===== src/rtl/dms_pfd_if.sv =====
// Port bundle of the sampled phase-frequency detector: async clock inputs,
// enable, and the up/down, phase-error, slip and lock results.
interface dms_pfd_if #(
  parameter int ERR_W  = 8,
  parameter int SLIP_W = 8
);
  logic                    en;
  logic                    refclk;
  logic                    finalclk;
  logic                    up;
  logic                    down;
  logic                    err_valid;
  logic signed [ERR_W-1:0] err;
  logic                    err_sat;
  logic                    cycle_slip;
  logic [SLIP_W-1:0]       slip_cnt;
  logic                    lock;

  modport master (
    output en, refclk, finalclk,
    input  up, down, err_valid, err, err_sat, cycle_slip, slip_cnt, lock
  );

  modport slave (
    input  en, refclk, finalclk,
    output up, down, err_valid, err, err_sat, cycle_slip, slip_cnt, lock
  );
endinterface


===== src/rtl/dms_pfd_sampled.sv =====
// Fully synchronous PFD: oversamples refclk/finalclk, measures the edge spacing in
// clk cycles and reports signed phase error, cycle slips and phase lock.
module dms_pfd_sampled #(
  parameter int SYNC_STAGES = 2,
  parameter int ERR_W       = 8,
  parameter int DEADZONE    = 0,
  parameter int LOCK_TOL    = 2,
  parameter int LOCK_COUNT  = 16,
  parameter int SLIP_W      = 8
) (
  input  logic      clk,
  input  logic      rst_n,
  dms_pfd_if.slave  bus
);
  localparam int CW = ERR_W - 1;
  localparam int LW = $clog2(LOCK_COUNT + 1);
  localparam logic [CW-1:0]    MAXC  = {CW{1'b1}};
  localparam logic [CW-1:0]    DZ    = CW'(DEADZONE);
  localparam logic [ERR_W-1:0] TOL   = ERR_W'(LOCK_TOL);
  localparam logic [LW-1:0]    LCNT  = LW'(LOCK_COUNT);
  localparam logic [1:0] ST_IDLE = 2'd0;
  localparam logic [1:0] ST_LEAD = 2'd1;
  localparam logic [1:0] ST_LAG  = 2'd2;

  logic [SYNC_STAGES-1:0] ref_sync_r, fb_sync_r;
  logic ref_hist_r, fb_hist_r, ref_rise_r, fb_rise_r;
  logic [1:0] state_r, state_nxt_s;
  logic [CW-1:0] cnt_r, cnt_nxt_s, cnt_inc_s, mag_s;
  logic ev_s, slip_s, neg_s, sat_s;
  logic [ERR_W-1:0] mag_ext_s, err_val_s, err_abs_s;
  logic err_valid_r, err_sat_r, cycle_slip_r, lock_r, in_tol_s;
  logic [ERR_W-1:0] err_r;
  logic [SLIP_W-1:0] slip_cnt_r;
  logic [LW-1:0] lock_cnt_r;

  // synchronise both async inputs and register a one-cycle rising-edge pulse
  always_ff @(posedge clk or negedge rst_n) begin
    if (!rst_n) begin
      ref_sync_r <= {SYNC_STAGES{1'b0}};
      fb_sync_r  <= {SYNC_STAGES{1'b0}};
      ref_hist_r <= 1'b0;
      fb_hist_r  <= 1'b0;
      ref_rise_r <= 1'b0;
      fb_rise_r  <= 1'b0;
    end else begin
      ref_sync_r <= {ref_sync_r[SYNC_STAGES-2:0], bus.refclk};
      fb_sync_r  <= {fb_sync_r[SYNC_STAGES-2:0], bus.finalclk};
      ref_hist_r <= ref_sync_r[SYNC_STAGES-1];
      fb_hist_r  <= fb_sync_r[SYNC_STAGES-1];
      ref_rise_r <= ref_sync_r[SYNC_STAGES-1] & ~ref_hist_r;
      fb_rise_r  <= fb_sync_r[SYNC_STAGES-1] & ~fb_hist_r;
    end
  end

  assign cnt_inc_s = (cnt_r == MAXC) ? MAXC : cnt_r + CW'(1);

  // PFD next-state: a closing edge reports the cycles elapsed since the opening edge
  always_comb begin
    state_nxt_s = state_r;
    cnt_nxt_s   = cnt_r;
    ev_s        = 1'b0;
    slip_s      = 1'b0;
    neg_s       = 1'b0;
    mag_s       = {CW{1'b0}};
    if (!bus.en) begin
      state_nxt_s = ST_IDLE;
      cnt_nxt_s   = {CW{1'b0}};
    end else begin
      case (state_r)
        ST_IDLE: begin
          if (ref_rise_r && fb_rise_r) begin
            ev_s = 1'b1;
          end else if (ref_rise_r) begin
            state_nxt_s = ST_LEAD;
            cnt_nxt_s   = CW'(1);
          end else if (fb_rise_r) begin
            state_nxt_s = ST_LAG;
            cnt_nxt_s   = CW'(1);
          end else begin
            state_nxt_s = ST_IDLE;
          end
        end
        ST_LEAD: begin
          if (fb_rise_r) begin
            ev_s        = 1'b1;
            mag_s       = cnt_r;
            state_nxt_s = ref_rise_r ? ST_LEAD : ST_IDLE;
            cnt_nxt_s   = ref_rise_r ? CW'(1) : {CW{1'b0}};
          end else begin
            slip_s    = ref_rise_r;
            cnt_nxt_s = cnt_inc_s;
          end
        end
        ST_LAG: begin
          neg_s = 1'b1;
          if (ref_rise_r) begin
            ev_s        = 1'b1;
            mag_s       = cnt_r;
            state_nxt_s = fb_rise_r ? ST_LAG : ST_IDLE;
            cnt_nxt_s   = fb_rise_r ? CW'(1) : {CW{1'b0}};
          end else begin
            slip_s    = fb_rise_r;
            cnt_nxt_s = cnt_inc_s;
          end
        end
        default: begin
          state_nxt_s = ST_IDLE;
          cnt_nxt_s   = {CW{1'b0}};
        end
      endcase
    end
  end

  assign sat_s     = (mag_s == MAXC);
  assign mag_ext_s = (mag_s <= DZ) ? {ERR_W{1'b0}} : {1'b0, mag_s};
  assign err_val_s = neg_s ? -mag_ext_s : mag_ext_s;

  // FSM state, comparison results and saturating slip counter
  always_ff @(posedge clk or negedge rst_n) begin
    if (!rst_n) begin
      state_r      <= ST_IDLE;
      cnt_r        <= {CW{1'b0}};
      err_valid_r  <= 1'b0;
      err_r        <= {ERR_W{1'b0}};
      err_sat_r    <= 1'b0;
      cycle_slip_r <= 1'b0;
      slip_cnt_r   <= {SLIP_W{1'b0}};
    end else begin
      state_r      <= state_nxt_s;
      cnt_r        <= cnt_nxt_s;
      err_valid_r  <= ev_s;
      err_r        <= ev_s ? err_val_s : {ERR_W{1'b0}};
      err_sat_r    <= ev_s & sat_s;
      cycle_slip_r <= slip_s;
      if (slip_s && (slip_cnt_r != {SLIP_W{1'b1}})) begin
        slip_cnt_r <= slip_cnt_r + SLIP_W'(1);
      end
    end
  end

  assign err_abs_s = err_r[ERR_W-1] ? -err_r : err_r;
  assign in_tol_s  = !err_sat_r && (err_abs_s <= TOL);

  // lock qualifies the results just published; any bad result drops it at once
  always_ff @(posedge clk or negedge rst_n) begin
    if (!rst_n) begin
      lock_cnt_r <= {LW{1'b0}};
      lock_r     <= 1'b0;
    end else if (!bus.en || cycle_slip_r || (err_valid_r && !in_tol_s)) begin
      lock_cnt_r <= {LW{1'b0}};
      lock_r     <= 1'b0;
    end else if (err_valid_r) begin
      if (lock_cnt_r >= LCNT - LW'(1)) begin
        lock_cnt_r <= LCNT;
        lock_r     <= 1'b1;
      end else begin
        lock_cnt_r <= lock_cnt_r + LW'(1);
      end
    end
  end

  assign bus.up         = (state_r == ST_LEAD);
  assign bus.down       = (state_r == ST_LAG);
  assign bus.err_valid  = err_valid_r;
  assign bus.err        = err_r;
  assign bus.err_sat    = err_sat_r;
  assign bus.cycle_slip = cycle_slip_r;
  assign bus.slip_cnt   = slip_cnt_r;
  assign bus.lock       = lock_r;
endmodule


===== src/flat_wrapper.sv =====
// flat-port wrapper written by rule: the top's interface ports become plain ports
module dms_pfd_sampled_flat 
#(
  parameter int SYNC_STAGES = 2,
  parameter int ERR_W       = 8,
  parameter int DEADZONE    = 0,
  parameter int LOCK_TOL    = 2,
  parameter int LOCK_COUNT  = 16,
  parameter int SLIP_W      = 8
)
  (clk, rst_n, bus_en, bus_refclk, bus_finalclk, bus_up, bus_down, bus_err_valid, bus_err, bus_err_sat, bus_cycle_slip, bus_slip_cnt, bus_lock);
  dms_pfd_if #(.ERR_W(ERR_W), .SLIP_W(SLIP_W)) bus_i ();
  input  logic clk;
  input  logic rst_n;
  input wire logic [$bits(bus_i.en)-1:0] bus_en;
  input wire logic [$bits(bus_i.refclk)-1:0] bus_refclk;
  input wire logic [$bits(bus_i.finalclk)-1:0] bus_finalclk;
  output wire logic [$bits(bus_i.up)-1:0] bus_up;
  output wire logic [$bits(bus_i.down)-1:0] bus_down;
  output wire logic [$bits(bus_i.err_valid)-1:0] bus_err_valid;
  output wire logic [$bits(bus_i.err)-1:0] bus_err;
  output wire logic [$bits(bus_i.err_sat)-1:0] bus_err_sat;
  output wire logic [$bits(bus_i.cycle_slip)-1:0] bus_cycle_slip;
  output wire logic [$bits(bus_i.slip_cnt)-1:0] bus_slip_cnt;
  output wire logic [$bits(bus_i.lock)-1:0] bus_lock;
  assign bus_i.en = bus_en;
  assign bus_i.refclk = bus_refclk;
  assign bus_i.finalclk = bus_finalclk;
  assign bus_up = bus_i.up;
  assign bus_down = bus_i.down;
  assign bus_err_valid = bus_i.err_valid;
  assign bus_err = bus_i.err;
  assign bus_err_sat = bus_i.err_sat;
  assign bus_cycle_slip = bus_i.cycle_slip;
  assign bus_slip_cnt = bus_i.slip_cnt;
  assign bus_lock = bus_i.lock;
  dms_pfd_sampled #(.SYNC_STAGES(SYNC_STAGES), .ERR_W(ERR_W), .DEADZONE(DEADZONE), .LOCK_TOL(LOCK_TOL), .LOCK_COUNT(LOCK_COUNT), .SLIP_W(SLIP_W)) u_core (.clk(clk), .rst_n(rst_n), .bus(bus_i));
endmodule

===== config.mk =====
export PLATFORM = sky130hd
export DESIGN_NAME = dms_pfd_sampled_flat
export DESIGN_NICKNAME = d
export VERILOG_FILES = /design/src/rtl/dms_pfd_if.sv /design/src/rtl/dms_pfd_sampled.sv /design/src/flat_wrapper.sv
export SDC_FILE = /design/constraint.sdc
export NUM_CORES = 1
export LEC_CHECK = 0
export BUFFER_PORTS_ARGS = -buffer_cell sky130_fd_sc_hd__buf_4
export CORE_MARGIN = 2
export CORE_UTILIZATION = 40
export CTS_BUF_LIST = sky130_fd_sc_hd__clkbuf_16
export CTS_CLUSTER_SIZE = 28
export DETAILED_ROUTE_END_ITERATION = 7
export SYNTH_ARGS = -nofsm -noshare
export SYNTH_HDL_FRONTEND = slang
export SYNTH_SLANG_ARGS = --single-unit

===== constraint.sdc =====
create_clock -name clk -period 3 [get_ports clk]
set_input_delay 0.3 -clock clk [delete_from_list [all_inputs] [get_ports clk]]
set_output_delay 0.3 -clock clk [all_outputs]
set_load 0.02 [all_outputs]

==> results.sh <==
export IMPL_critical_path_class="flip-flop to flip-flop"
export IMPL_regToRegEndpoint="u_core.bus.err[1]"
export IMPL_grt_overflow_total=0
export IMPL_crit_required_ns=3.15
export IMPL_slew_headroom=0.5396
export IMPL_numClockSinks=42
export IMPL_max_stage_delay_ns=0.40
export IMPL_ys_warn_count=0
export IMPL_antenna_cells=0
export IMPL_timing_fmax_mhz=422.9
export IMPL_startpoint="u_core.state_r[0]"
export IMPL_instances_no_fill=336
export IMPL_critical_path_top_delay_family="simple AND/OR/NAND/NOR gates"
export IMPL_power_density_nw_per_um2=495.6
export IMPL_remaining_drc_errors=0
export IMPL_boundaryPins=27
export IMPL_syn_nets=255
export IMPL_status="complete, but fails checks"
export IMPL_maxSlewViolCount=0
export IMPL_synthArstFlopShare=1.000
export IMPL_setup_viol=0
export IMPL_drive_above_1_share=0.1877
export IMPL_cts_clk_slew_worst_paths_ns=0.06
export IMPL_grt_start_max_net_pins=43
export IMPL_finish_utilization=0.4765
export IMPL_maxCapViolations=0
export IMPL_worstPathCellList="inv_1, ha_1, a22oi_2, nor2_4, nand2_1, ha_1, nand2b_1, or4_1, o2111ai_1, a21oi_1"
export IMPL_synth_ff_type="dfrtp_1"
export IMPL_cts_root_buf="clkbuf_16"
export IMPL_drtIter0Drc=109
export IMPL_yosys_top_cells_area="dfrtp_1 44%, ha_1 6.3%, a21oi_1 3.6%"
export IMPL_synth_area_leader_cell="dfrtp_1"
export IMPL_fin_crit_sh=0.7883
export IMPL_grt_use_total=0.1729
export IMPL_clk_latency_ns=0.28
export IMPL_io_buffers=26
export IMPL_drtPass1Iterations=4
export IMPL_vdd_ir_drop_max_mv=0.2922
export IMPL_place_hpwl_mm=3.545
export IMPL_drt_wirelength_per_cell_um=14.87
export IMPL_dpl_cell_area_um2=2619
export IMPL_place_congestion=0.8160
export IMPL_crit_path_frequent_cell="ha_1"
export IMPL_syn_avg_cell_area_um2=10.06
export IMPL_fin_ws_ns=0.6351
export IMPL_yosysUniqueCellTypes=61
export IMPL_synthesis_area_um2=2394
export IMPL_holdBufCountCts=0
export IMPL_cp_slowest_cell="or4_1"
export IMPL_violations="hold timing"
export IMPL_initial_core_util=0.4091
export IMPL_regToRegSetupSlack_ns=0.64
export IMPL_synth_seq_cells=42
export IMPL_start_kind="flip-flop"
export IMPL_grt_pass1_vias=1789
export IMPL_fin_area_um2=2788
export IMPL_yosysSeqAreaShare=0.4391
export IMPL_worstMarginPinSlew_ns=0.6731
export IMPL_cts_made_buffers=5
export IMPL_yosysMostFrequentCell="dfrtp_1"
export IMPL_drtAntennaViolNets=0
export IMPL_cts_setup_buffers=0
export IMPL_drt_total_wl_mm=4.997
export IMPL_ys_top_cells_by_count="42 x dfrtp_1, 21 x nand2_1, 17 x a21oi_1"
export IMPL_crit_arrival_ns=2.52
export IMPL_reg2reg_from="u_core.state_r[0]"
export IMPL_cts_tree="done"
export IMPL_cellLeakagePower_nw=1.307
export IMPL_fp_dieW_um=81.36
export IMPL_worst_path_max_fanout=11
export IMPL_hold_ws_ns=-0.01307
export IMPL_final_nets=277
export IMPL_dieArea_um2=6619
export IMPL_hold_viol=8
export IMPL_core_um2=5851
export IMPL_end_kind="flip-flop"
export IMPL_via_count=1832
export IMPL_crit_buf_inv=1
export IMPL_antenna_found_initial=0
export IMPL_synth_edf_count=0
export IMPL_r2r_cells=10
export IMPL_die_h_um=81.36
export IMPL_grt_pass1_wl_mm=8.818
export IMPL_finalSetupTns_ns=0
export IMPL_cts_resized=0
export IMPL_period_minus_slack_ns=2.365
export IMPL_synthCells=238
export IMPL_fin_skew_ns=0.007482
export IMPL_area_growth_pct=16.47
export IMPL_rows=28
export IMPL_clock_path_buffers=2
export IMPL_dpl_worst_slack_ns=0.6714
export IMPL_cts_max_level=2
export IMPL_dpl_cell_count=328
export IMPL_synth_top_area_frac=0.4391
export IMPL_min_path_type="input pin to asynchronous set/reset pin"
export IMPL_rsz0062_at_grt="no"
export IMPL_via_per_inst=5.452
[worst reg2reg max path: stages (launching register included)]
cell       delay (ns)
dfrtp_1          0.39
inv_1            0.08
ha_1             0.33
a22oi_2          0.24
nor2_4           0.11
nand2_1          0.14
ha_1             0.18
nand2b_1         0.09
or4_1            0.40
o2111ai_1        0.19
a21oi_1          0.09
[final cells by class]
| type | count | area (um^2) |
|---|---|---|
| Clock buffer | 5 | 125.1 |
| Clock inverter | 3 | 43.79 |
| Fill cell | 552 | 3063 |
| Inverter | 12 | 45.04 |
| Multi-Input combinational cell | 173 | 1234 |
| Sequential cell | 42 | 1051 |
| Tap cell | 75 | 93.84 |
| Timing Repair Buffer | 26 | 195.2 |
[metrics by stage]
step,hold WS (ns),power [W]
CTS,0.02147,0.001393
floorplan,0.004409,0.0007301
detailed placement,0.3201,0.0007801
global placement,0.3221,0.0007770
global route,0.05219,0.001446
finish,-0.01307,0.001381
[where the power goes]
part           leakage (nW)  switching, W  total [W]  internal, W
clock                0.0842      0.000220   0.000613     0.000394
combinational         0.658     0.0000844   0.000144    0.0000593
sequential            0.564     0.0000304   0.000624     0.000594
[sequential cells by signal (all words and copies together), names as in the netlist]
name and cells:
u_core.bus.err 8, u_core.bus.slip_cnt 8, u_core.cnt_r 7, u_core.lock_cnt_r 5, u_core.fb_sync_r 2, u_core.ref_sync_r 2
u_core.state_r 2, u_core.bus.cycle_slip 1, u_core.bus.err_sat 1, u_core.bus.err_valid 1, u_core.bus.lock 1, u_core.fb_hist_r 1
u_core.fb_rise_r 1, u_core.ref_hist_r 1, u_core.ref_rise_r 1
[how the worst max path moves through the flow]
stage / depth (start not counted) / to
global placement: 10 / u_core.bus.err[1]
CTS: 10 / u_core.bus.err[1]
finish: 10 / u_core.bus.err[1]
detailed placement: 10 / u_core.bus.err[1]
floorplan: 11 / u_core.bus.err[1]
global route: 10 / u_core.bus.err[1]
[layout by cell type, fill, tap and decap left out, types with 2 or more instances in the layout]
cell        n
dfrtp_1    42
buf_4      26
nand2_1    21
a21oi_1    17
inv_1      12
nand3_1    12
ha_1       12
nor2_1     10
nand2b_1    6
a21o_1      5
a22o_1      5
and3_1      5
xor2_1      5
clkbuf_16   5
nor2b_1     4
o21ai_0     4
o21ai_1     4
nor4_1      3
or3_1       3
a211o_1     3
a31oi_1     3
o211ai_1    3
a41oi_1     2
or4_1       2
or4b_1      2
o2111ai_1   2
nand3b_1    2
nor4_2      2
nor3_1      2
and2_1      2
nand4_1     2
o31ai_1     2
[per-layer routing]
| layer | up-vias | routed length (um) | GRT usage |
|---|---|---|---|
| met5 | - | 0 | 0 |
| met4 | 0 | 69 | 0.05593 |
| li1 | 912 | - | - |
| met1 | 882 | 2409 | 0.2375 |
| met2 | 33 | 2313 | 0.2689 |
| met3 | 5 | 205 | 0.04111 |
[logic make-up after synthesis]
| logic type | Yosys count | synth area share |
|---|---|---|
| AO/OA/AOI/OAI | 65 | 0.2023 |
| XOR/XNOR | 6 | 0.02195 |
| adder cells (fa/ha/maj) | 12 | 0.06273 |
| buffers and inverters | 23 | 0.04548 |
| flip-flops | 42 | 0.4391 |
| multiplexers | 2 | 0.008886 |
| AND/OR/NAND/NOR | 88 | 0.2196 |
No activity file was read; power rests on OpenSTA's default activity.
